**src/rtl/execute_stage_if.sv**
```systemverilog
// Issue-side and memory-side handshake bundle for the Y86-64 execute stage.
// slave is the stage itself; master is whoever drives decode fields and drains results.
interface execute_stage_if;
    logic               in_valid;
    logic               in_ready;
    logic        [3:0]  icode;
    logic        [3:0]  ifun;
    logic signed [63:0] valA;
    logic signed [63:0] valB;
    logic signed [63:0] valC;
    logic               out_valid;
    logic               out_ready;
    logic        [3:0]  out_icode;
    logic signed [63:0] valE;
    logic               cnd;
    logic        [2:0]  cc;
    logic               halted;
    logic               err;

    modport slave (
        input  in_valid, icode, ifun, valA, valB, valC, out_ready,
        output in_ready, out_valid, out_icode, valE, cnd, cc, halted, err
    );

    modport master (
        output in_valid, icode, ifun, valA, valB, valC, out_ready,
        input  in_ready, out_valid, out_icode, valE, cnd, cc, halted, err
    );
endinterface

```
**src/rtl/execute_stage.sv**
```systemverilog
// Y86-64 execute stage: operand/function select, 64-bit ALU, condition codes,
// branch/cmov condition and a one-entry registered result buffer.
module alu (
    input  logic        [1:0]  i_fun,
    input  logic signed [63:0] i_a,
    input  logic signed [63:0] i_b,
    output logic signed [63:0] o_res,
    output logic               o_of
);
    always_comb begin
        o_res = '0;
        o_of  = 1'b0;
        case (i_fun)
            2'b00: begin
                o_res = i_a + i_b;
                o_of  = (i_a[63] == i_b[63]) && (o_res[63] != i_a[63]);
            end
            2'b01: begin
                o_res = i_a - i_b;
                o_of  = (i_a[63] != i_b[63]) && (o_res[63] != i_a[63]);
            end
            2'b10:   o_res = i_a & i_b;
            default: o_res = i_a ^ i_b;
        endcase
    end
endmodule

module execute_stage (
    input  logic            clk,
    input  logic            rst,
    execute_stage_if.slave  bus
);
    localparam int DATA_W = 64;

    localparam logic [3:0] IC_HALT  = 4'h0;
    localparam logic [3:0] IC_CMOV  = 4'h2;
    localparam logic [3:0] IC_IRMOV = 4'h3;
    localparam logic [3:0] IC_RMMOV = 4'h4;
    localparam logic [3:0] IC_MRMOV = 4'h5;
    localparam logic [3:0] IC_OPQ   = 4'h6;
    localparam logic [3:0] IC_JXX   = 4'h7;
    localparam logic [3:0] IC_CALL  = 4'h8;
    localparam logic [3:0] IC_RET   = 4'h9;
    localparam logic [3:0] IC_PUSH  = 4'hA;
    localparam logic [3:0] IC_POP   = 4'hB;

    localparam logic [1:0] FN_ADD = 2'b00;

    // cc is packed {ZF,SF,OF}; X = SF^OF drives the signed comparisons
    function automatic logic f_cond(input logic [3:0] ifun, input logic [2:0] cc);
        logic x;
        x = cc[1] ^ cc[0];
        case (ifun)
            4'd0:    f_cond = 1'b1;
            4'd1:    f_cond = x | cc[2];
            4'd2:    f_cond = x;
            4'd3:    f_cond = cc[2];
            4'd4:    f_cond = ~cc[2];
            4'd5:    f_cond = ~x;
            4'd6:    f_cond = ~x & ~cc[2];
            default: f_cond = 1'b0;
        endcase
    endfunction

    function automatic logic [2:0] f_next_cc(input logic signed [DATA_W-1:0] res,
                                             input logic of, input logic [1:0] fun);
        f_next_cc = {(res == '0), res[DATA_W-1], of & ~fun[1]};
    endfunction

    logic signed [DATA_W-1:0] w_aside;
    logic signed [DATA_W-1:0] w_bside;
    logic        [1:0]        w_fun;
    logic signed [DATA_W-1:0] w_res;
    logic                     w_of;
    logic                     w_invalid;
    logic                     w_in_ready;
    logic                     w_accept;
    logic                     w_is_cond;

    logic                     r_vld_p1;
    logic        [3:0]        r_icode_p1;
    logic signed [DATA_W-1:0] r_vale_p1;
    logic                     r_cnd_p1;
    logic        [2:0]        r_cc;
    logic                     r_halted;
    logic                     r_err;

    always_comb begin
        w_aside = '0;
        w_bside = '0;
        w_fun   = FN_ADD;
        case (bus.icode)
            IC_CMOV:  w_aside = bus.valA;
            IC_IRMOV: w_aside = bus.valC;
            IC_RMMOV, IC_MRMOV: begin
                w_aside = bus.valC;
                w_bside = bus.valB;
            end
            IC_OPQ: begin
                w_aside = bus.valA;
                w_bside = bus.valB;
                w_fun   = bus.ifun[1:0];
            end
            IC_CALL, IC_PUSH: begin
                w_aside = -64'sd8;
                w_bside = bus.valB;
            end
            IC_RET, IC_POP: begin
                w_aside = 64'sd8;
                w_bside = bus.valB;
            end
            default: ;
        endcase
    end

    assign w_is_cond  = (bus.icode == IC_JXX) || (bus.icode == IC_CMOV);
    assign w_invalid  = (bus.icode > IC_POP)
                      || ((bus.icode == IC_OPQ) && (bus.ifun > 4'd3))
                      || (w_is_cond && (bus.ifun > 4'd6));
    assign w_in_ready = ~r_halted & (~r_vld_p1 | bus.out_ready);
    assign w_accept   = bus.in_valid & w_in_ready;

    // ALU port A carries the B-side operand so sub yields valB - valA
    alu u_alu (
        .i_fun (w_fun),
        .i_a   (w_bside),
        .i_b   (w_aside),
        .o_res (w_res),
        .o_of  (w_of)
    );

    // ---- stage p1: registered result buffer and architectural state ----
    always_ff @(posedge clk or posedge rst) begin
        if (rst) begin
            r_vld_p1   <= 1'b0;
            r_icode_p1 <= '0;
            r_vale_p1  <= '0;
            r_cnd_p1   <= 1'b0;
            r_cc       <= 3'b100;
            r_halted   <= 1'b0;
            r_err      <= 1'b0;
        end else if (w_accept) begin
            r_vld_p1   <= 1'b1;
            r_icode_p1 <= bus.icode;
            r_vale_p1  <= w_invalid ? '0 : w_res;
            r_cnd_p1   <= ~w_invalid & w_is_cond & f_cond(bus.ifun, r_cc);
            if ((bus.icode == IC_OPQ) && !w_invalid)
                r_cc <= f_next_cc(w_res, w_of, w_fun);
            if (w_invalid) begin
                r_halted <= 1'b1;
                r_err    <= 1'b1;
            end else if (bus.icode == IC_HALT) begin
                r_halted <= 1'b1;
            end
        end else if (r_vld_p1 && bus.out_ready) begin
            r_vld_p1 <= 1'b0;
        end
    end

    assign bus.in_ready  = w_in_ready;
    assign bus.out_valid = r_vld_p1;
    assign bus.out_icode = r_icode_p1;
    assign bus.valE      = r_vale_p1;
    assign bus.cnd       = r_cnd_p1;
    assign bus.cc        = r_cc;
    assign bus.halted    = r_halted;
    assign bus.err       = r_err;
endmodule

```
**src/flat_wrapper.sv**
```systemverilog
// flat-port wrapper written by rule: the top's interface ports become plain ports
module execute_stage_flat 
  (clk, rst, bus_in_valid, bus_icode, bus_ifun, bus_valA, bus_valB, bus_valC, bus_out_ready, bus_in_ready, bus_out_valid, bus_out_icode, bus_valE, bus_cnd, bus_cc, bus_halted, bus_err);
  execute_stage_if bus_i ();
  input  logic clk;
  input  logic rst;
  input wire logic [$bits(bus_i.in_valid)-1:0] bus_in_valid;
  input wire logic [$bits(bus_i.icode)-1:0] bus_icode;
  input wire logic [$bits(bus_i.ifun)-1:0] bus_ifun;
  input wire logic [$bits(bus_i.valA)-1:0] bus_valA;
  input wire logic [$bits(bus_i.valB)-1:0] bus_valB;
  input wire logic [$bits(bus_i.valC)-1:0] bus_valC;
  input wire logic [$bits(bus_i.out_ready)-1:0] bus_out_ready;
  output wire logic [$bits(bus_i.in_ready)-1:0] bus_in_ready;
  output wire logic [$bits(bus_i.out_valid)-1:0] bus_out_valid;
  output wire logic [$bits(bus_i.out_icode)-1:0] bus_out_icode;
  output wire logic [$bits(bus_i.valE)-1:0] bus_valE;
  output wire logic [$bits(bus_i.cnd)-1:0] bus_cnd;
  output wire logic [$bits(bus_i.cc)-1:0] bus_cc;
  output wire logic [$bits(bus_i.halted)-1:0] bus_halted;
  output wire logic [$bits(bus_i.err)-1:0] bus_err;
  assign bus_i.in_valid = bus_in_valid;
  assign bus_i.icode = bus_icode;
  assign bus_i.ifun = bus_ifun;
  assign bus_i.valA = bus_valA;
  assign bus_i.valB = bus_valB;
  assign bus_i.valC = bus_valC;
  assign bus_i.out_ready = bus_out_ready;
  assign bus_in_ready = bus_i.in_ready;
  assign bus_out_valid = bus_i.out_valid;
  assign bus_out_icode = bus_i.out_icode;
  assign bus_valE = bus_i.valE;
  assign bus_cnd = bus_i.cnd;
  assign bus_cc = bus_i.cc;
  assign bus_halted = bus_i.halted;
  assign bus_err = bus_i.err;
  execute_stage u_core (.clk(clk), .rst(rst), .bus(bus_i));
endmodule
```
**config.mk**
```make
export PLATFORM = sky130hd
export DESIGN_NAME = execute_stage_flat
export DESIGN_NICKNAME = d
export VERILOG_FILES = /design/src/rtl/execute_stage_if.sv /design/src/rtl/execute_stage.sv /design/src/flat_wrapper.sv
export SDC_FILE = /design/constraint.sdc
export NUM_CORES = 1
export LEC_CHECK = 0
export BUFFER_PORTS_ARGS = -buffer_cell sky130_fd_sc_hd__buf_2
export CORE_ASPECT_RATIO = 2
export CORE_MARGIN = 1
export CORE_UTILIZATION = 35
export DETAILED_ROUTE_END_ITERATION = 16
export PLACE_DENSITY = 0.53
export SLEW_MARGIN = 10
export SYNTH_ARGS = -nofsm -noshare
export SYNTH_HDL_FRONTEND = slang
export SYNTH_HIERARCHICAL = 1
export SYNTH_SLANG_ARGS = --single-unit
```
**constraint.sdc**
```tcl
create_clock -name clk -period 4.6 [get_ports clk]
set_input_delay 0.46 -clock clk [delete_from_list [all_inputs] [get_ports clk]]
set_output_delay 0.46 -clock clk [all_outputs]
set_load 0.03 [all_outputs]
```
==> results.ini, run 1 <==
[critical_path]
cpPeakStageDelay_ps = 470
cp_num_buf_inv = 8
cp.required_ps = 4910
regToRegSetupSlack_ps = 2540
cp_slowest_cell = a2111o_1
critPathLaunchType = primary input
crit_type = in -> reg
crit_path_frequent_cell = buf_6
critPathTopFamily = compound AO/OA/AOI/OAI gates
worstPathMaxFanout = 6
crit_arrival_ps = 5770
end_kind = flip-flop

[logic_synthesis]
synth.top_cell.area_share = 0.1376
synth_top_family_by_area = compound AO/OA/AOI/OAI gates
synthFlopType = dfrtp_1
ys_seq_elements = 75
syn_nets = 2212
yosysSeqAreaShare = 0.1395
synth_area_leaders = dfrtp_1 14%, ha_1 12%, a21oi_1 7.8%
synth-compound-area-share = 0.3853
synthSimpleGateAreaFrac = 0.2223
yosysUniqueCellTypes = 88
synth-edff-count = 0
synth_top_cell_by_area = dfrtp_1
syn_area_per_cell_um2 = 7.163
synth_area_um2 = 13460
synthXorXnorAreaFrac = 0.01757
muxShareOfSynthArea = 0.03012
syn_inst = 1879
synth_warnings = 6
async_flop_share = 1.000
synth_fa_ha_area_frac = 0.1210

[power_and_ir_drop]
leakage_nw = 11.11
ir_drop_uv = 195.4
p_per_area_nw_per_um2 = 283.1

[global_route]
grt_max_degree = 87
track_usage = 0.3940
overflow = 0
grt_pass1_wl_um = 115100
antenna_found_initial = 1
grt_pass1_vias = 19680

[floorplan]
dieArea_um2 = 39290
die_w_um = 140.7
io_pins = 280
placeableCoreArea_um2 = 37910
start_util = 0.3550
placementRows = 101
chipHeight_um = 279.3

[clock_tree]
cts_root_buf = clkbuf_16
clock_latency_ps = 390
numClockSinks = 75
clk_pin_slew_ps = 80
cts_hold_buf = 0
clk_path_buf_depth = 2
numCtsBuffers = 9
htreeDepth = 3
cts_tree = done

[final_layout]
n_antenna_cell = 0
drive_gt1_frac = 0.4721
fin_nets = 3105
stdcell_count = 3240
post-route-util = 0.6019
areaGrowthSynthToFinish_pct = 69.54

[placement]
placedCellCount = 3123
gp_congestion = 1.013
place_ws_ps = -1847
dpl.hpwl_um = 62760
io_buffers = 279

[timing]
grt_setup_unrepaired = yes
drv_slew = 0
hold_viol = 0
setup_viol = 17
worst_slack_ps = -857.6
skew_ps = 17.88
worst_pin_slew_ps = 914.6
fin_crit_sh = 1.186
max_clock_freq_mhz = 183.2
maxSlewHeadroom = 0.3895
finalCriticalPeriod_ps = 5458

[status]
status = finished, violations left
violations = setup timing

[drt]
wl_per_cell_um = 24.69
wirelength_um = 79980
antenna_left = 0
first_pass_iters = 5
viasPerCell = 5.953
vias = 19290
drc_errors = 0
drtIter0Drc = 982

[min_path]
hold_path.class = in -> async

[job]
cap_violations = 0

-- state kept, by name (all words and copies together) (netlist names) --
| signal | cells |
|---|---|
| u_core/bus.cc | 3 |
| u_core/bus.valE | 64 |
| u_core/bus.out_icode | 4 |
| u_core/bus.halted | 1 |
| u_core/bus.err | 1 |
| u_core/bus.cnd | 1 |
| u_core/bus.out_valid | 1 |
-- cells in the mapped netlist (7+ instances only) --
library cell / number
clkinv_1: 7
o22ai_1: 7
mux2i_1: 27
nand2b_1: 17
buf_6: 8
o21a_1: 11
clkbuf_1: 82
a21oi_1: 211
buf_1: 15
or3_1: 11
and2_1: 9
a2111oi_0: 10
a211o_1: 8
o211ai_1: 33
or2_2: 10
inv_1: 126
xnor2_1: 23
a221o_1: 65
nand4_1: 37
nand2_1: 101
dfrtp_1: 74
buf_2: 32
o31a_1: 7
o31ai_1: 23
a31oi_1: 26
o21bai_1: 30
ha_1: 127
nand3_1: 34
a22o_1: 67
and3_1: 11
a221oi_1: 10
nor2b_1: 81
o221ai_1: 7
nor3_1: 41
o21ai_0: 111
nor4_1: 34
nor2_1: 179
a21o_1: 26
a211oi_1: 29
mux2_2: 10
-- layout make-up --
cell class                 count  area [um^2]
clock buffer                   9        225.2
sequential                    75         1878
clock inverter                 7        65.06
multi-input combinational   1531        12000
tap                          463        579.3
timing repair buffer        1021         7566
fill                        3564        15090
inverter                     134        506.7
-- path summary, 6_finish.rpt --
check | startpoint | endpoint | cells past startpoint
max in group asynchronous | rst | u_core/bus.valE[36]$_DFFE_PP0P_ | 3
worst max register to register | u_core/bus.halted$_DFFE_PP0P_ | u_core/bus.cc[1]$_DFFE_PP0P_ | 4
min in group clk | bus_out_ready | u_core/bus.out_valid$_DFFE_PP0P_ | 3
worst min-delay path | rst | u_core/bus.valE[7]$_DFFE_PP0P_ | 2
worst max-delay path | bus_icode[1] | u_core/bus.cc[2]$_DFFE_PP1P_ | 26
worst min register to register | u_core/bus.err$_DFFE_PP0P_ | u_core/bus.err$_DFFE_PP0P_ | 1
-- routing by layer --
| layer | vias to the layer above | global-route usage | wire (um) |
|---|---|---|---|
| li1 | 8809 | - | - |
| met1 | 9167 | 0.3223 | 24070 |
| met2 | 845 | 0.7634 | 42200 |
| met3 | 466 | 0.06068 | 3646 |
| met4 | 2 | 0.4058 | 10050 |
| met5 | - | 0 | 12 |
-- placed cells by master, fill, tap and decap left out, types with 65 or more instances in the layout --
| cell type | synthesis | layout |
|---|---|---|
| buf_4 | 2 | 652 |
| buf_2 | 32 | 277 |
| a21oi_1 | 211 | 170 |
| nor2_1 | 179 | 169 |
| inv_1 | 126 | 107 |
| ha_1 | 127 | 96 |
| nand2_1 | 101 | 95 |
| o21ai_0 | 111 | 94 |
| dfrtp_1 | 74 | 74 |
| a22o_1 | 67 | 67 |
| a221o_1 | 65 | 65 |
-- timing repair --
action	CTS	global route
cloned	3	4
pin swaps	83	88
endpoints found under the setup margin	39	35
resized for setup	213	188
buffers inserted	53	49
-- report_power, final --
part	switching (mW)	leakage [nW]	internal (mW)
clock	0.380	0.140	0.380
combinational	2.65	9.99	1.99
sequential	0.152	0.974	0.913
total	3.18	11.1	3.28
-- stage by stage --
step | setup TNS (ps) | instance area (um^2) | hold WS [ps] | power, mW
2_1_floorplan | -388.9 | 13600 | 569.1 | 3.172
3_3_place_gp | -31430 | 19820 | 461.1 | 5.088
3_5_place_dp | -33380 | 19820 | 460.0 | 5.112
4_1_cts | -2787 | 21560 | 271.1 | 6.166
5_1_grt | -6143 | 22820 | 301.5 | 6.752
6_report | -3784 | 22820 | 238.0 | 6.460
-- kinds of logic after synthesis --
| group | count (synthesis) |
|---|---|
| AND/OR/NAND/NOR | 591 |
| multiplexers | 38 |
| flip-flops | 75 |
| adder cells (fa/ha/maj) | 129 |
| XOR/XNOR | 27 |
| buffers and inverters | 273 |
| AO/OA/AOI/OAI | 746 |
Note: power is estimated with default switching activity, not from simulation.
==> inputs of run 2 (changes only) <==
--- a/config.mk
+++ b/config.mk
@@ -11,2 +11,3 @@
 export CORE_UTILIZATION = 35
+export CTS_BUF_LIST = sky130_fd_sc_hd__clkbuf_2
 export DETAILED_ROUTE_END_ITERATION = 16
==> constraint.sdc (replaced) <==
create_clock -name clk -period 4.6 [get_ports clk]
set_input_delay 0.69 -clock clk [delete_from_list [all_inputs] [get_ports clk]]
set_output_delay 0.69 -clock clk [all_outputs]
set_load 0.03 [all_outputs]
==> results.ini, run 2 (same netlist as run 1, synthesis figures left out) <==
[min_path]
hold_depth = 3
hold_path.class = in -> reg  ; was in -> async
hold_path_startpoint = bus_out_ready
hold_end = u_core/bus.out_valid$_DFFE_PP0P_

[power_and_ir_drop]
ir_drop_uv = 245.6  ; was 195.4 uV
power_mw = 5.986  ; was 6.460 mW
leakage_nw = 10.76  ; was 11.11 nW
p_per_area_nw_per_um2 = 273.3  ; was 283.1 nW/um^2

[drt]
wl_per_cell_um = 24.13  ; was 24.69 um
wirelength_um = 77540  ; was 79980 um
drc_errors = 0  ; unchanged
vias = 18920  ; was 19290
viasPerCell = 5.889  ; was 5.953
first_pass_iters = 5  ; unchanged
drtIter0Drc = 791  ; was 982
antenna_left = 0  ; unchanged

[critical_path]
cp.required_ps = 5300  ; was 4910 ps
worstPathMaxFanout = 7  ; was 6
reg2reg_to = u_core/bus.cc[0]$_DFFE_PP0P_  ; was u_core/bus.cc[1]$_DFFE_PP0P_
end_kind = flip-flop  ; unchanged
crit_arrival_ps = 5940  ; was 5770 ps
regToRegSetupSlack_ps = 2500  ; was 2540 ps
r2r_start = u_core/bus.out_valid$_DFFE_PP0P_  ; was u_core/bus.halted$_DFFE_PP0P_
crit_type = in -> reg  ; unchanged
critPathLaunchType = primary input  ; unchanged
cp-startpoint = bus_icode[2]  ; was bus_icode[1]
worst-r2r-cell-count = 5  ; was 4

[final_layout]
areaGrowthSynthToFinish_pct = 62.71  ; was 69.54%
fill_cells = 3699  ; was 3564
design_area_um2 = 21900  ; was 22820 um^2
final_common_cell = buf_4  ; unchanged
layout_common_cells = 658 x buf_4, 277 x buf_2, 182 x a21oi_1  ; was 652 x buf_4, 277 x buf_2, 170 x a21oi_1
drive_gt1_frac = 0.4498  ; was 0.4721
multiInputGateArea_um2 = 11650  ; was 12000 um^2
largest_register_ffs = 64  ; unchanged
fin_nets = 3076  ; was 3105
area.sequential_um2 = 1878  ; unchanged

[floorplan]
placementRows = 101  ; unchanged
start_util = 0.3550  ; unchanged
dieArea_um2 = 39290  ; unchanged
chipHeight_um = 279.3  ; unchanged
placeableCoreArea_um2 = 37910  ; unchanged
io_pins = 280  ; unchanged
die_w_um = 140.7  ; unchanged

[timing]
skew_ps = 55.07  ; was 17.88 ps
fin_crit_sh = 1.138  ; was 1.186
max_clock_freq_mhz = 191.0  ; was 183.2 MHz
hold_viol = 0  ; unchanged
worst_pin_slew_ps = 973.7  ; was 914.6 ps
finalCriticalPeriod_ps = 5235  ; was 5458 ps
grt_setup_unrepaired = yes  ; unchanged
drv_slew = 0  ; unchanged
maxSlewHeadroom = 0.3509  ; was 0.3895
worst_slack_ps = -635.5  ; was -857.6 ps
setup_viol = 3  ; was 17

[global_route]
grt_max_degree = 57  ; was 87
grt_pass1_wl_um = 113300  ; was 115100 um
track_usage = 0.3898  ; was 0.3940
antenna_found_initial = 2  ; was 1
grt_pass1_vias = 19460  ; was 19680
overflow = 0  ; unchanged

[placement]
dpl.hpwl_um = 62400  ; was 62760 um
placed_cell_area_um2 = 19910  ; was 19820 um^2
place_ws_ps = -2160  ; was -1847 ps
io_buffers = 279  ; unchanged
gp_congestion = 1.007  ; was 1.013

[job]
cap_violations = 0  ; unchanged

[clock_tree]
cts_tree = done  ; unchanged
clock_latency_ps = 770  ; was 390 ps
cts_root_buf = clkbuf_2  ; was clkbuf_16
clk_pin_slew_ps = 340  ; was 80 ps
clk_path_buf_depth = 2  ; unchanged
numClockSinks = 75  ; unchanged
htreeDepth = 3  ; unchanged
numCtsBuffers = 9  ; unchanged

[status]
violations = setup timing  ; unchanged
status = finished, violations left  ; unchanged

run 2: cell count changes in the layout (fill, tap and decap cells not counted), moves of 5 or more:
cell       delta
buf_4         +6
a21oi_1      +12
ha_4          -5
buf_8         -5
o21ai_1       -9
inv_2         -6
buf_6        -27
clkbuf_2      +9
o21ai_0       +9
inv_1         +6
nor2_1        +6
clkbuf_16    -12
a21oi_4       -9
run 2: cell type report:
| class | count | area share |
|---|---|---|
| Antenna cell | 2 | 0.0002285 |
| Clock buffer | 9 | 0.002057 |
| Clock inverter | 7 | 0.003199 |
| Inverter | 134 | 0.02302 |
| Multi-Input combinational cell | 1531 | 0.5319 |
| Sequential cell | 75 | 0.08576 |
| Tap cell | 463 | 0.02645 |
| Timing Repair Buffer | 992 | 0.3274 |
run 2: stage by stage:
step           cells  TNS [ps]  utilization  hold slack, ps
3_3_place_gp    3131    -44770       0.5251           457.6
3_5_place_dp    3131    -46680       0.5251           460.8
4_1_cts         3197     -1274       0.5591           89.45
2_1_floorplan   1879    -733.8            -           569.1
6_report        3213     -1086       0.5777           161.7
5_1_grt         3213     -2149       0.5777           127.8
run 2: worst max path at each step:
| stage | to | slack (ps) | cells after the start |
|---|---|---|---|
| 2_1_floorplan | u_core/bus.cc[2]$_DFFE_PP1P_ | -620 | 24 |
| 3_3_place_gp | u_core/bus.cc[2]$_DFFE_PP1P_ | -2130 | 26 |
| 3_5_place_dp | u_core/bus.cc[2]$_DFFE_PP1P_ | -2160 | 25 |
| 4_1_cts | u_core/bus.cc[2]$_DFFE_PP1P_ | -600 | 26 |
| 5_1_grt | u_core/bus.cc[2]$_DFFE_PP1P_ | -840 | 29 |
| 6_report | u_core/bus.cc[2]$_DFFE_PP1P_ | -640 | 26 |
run 2: layer usage:
metal / global-route usage / vias to the layer above / wire length, um
met2: 0.7481 / 736 / 41570
met5: 0 / - / 0
met4: 0.4351 / 0 / 9913
li1: - / 8763 / -
met3: 0.06205 / 405 / 3223
met1: 0.3109 / 9018 / 22840
run 2: critical path, cell delays in order:
cell	delay [ps]
buf_12	110
buf_6	140
nor3b_4	250
buf_12	180
buf_4	130
a221o_1	130
inv_1	50
ha_1	380
buf_4	160
inv_1	50
a21oi_1	240
a31oi_4	180
a211oi_2	350
nor3_2	80
nor2_1	140
o21ai_1	110
buf_4	160
a2111oi_1	580
a211oi_1	100
a21oi_1	160
o21ai_0	190
nor4_2	340
buf_4	160
nand4_1	190
or4_1	540
mux2i_1	140
run 2: power by group:
group	internal [mW]	leakage (nW)	switching (mW)	total, mW
combinational	1.91	9.72	2.56	4.47
sequential	0.909	0.974	0.160	1.07
clock	0.0868	0.0678	0.363	0.450
run 2: what timing repair did:
action	CTS	global route
setup endpoints to repair	31	29
resized for setup	151	125
buffers inserted	44	23
cloned	5	0
pin swaps	49	53
hold buffers	1	0
endpoints found under the hold margin	27	0
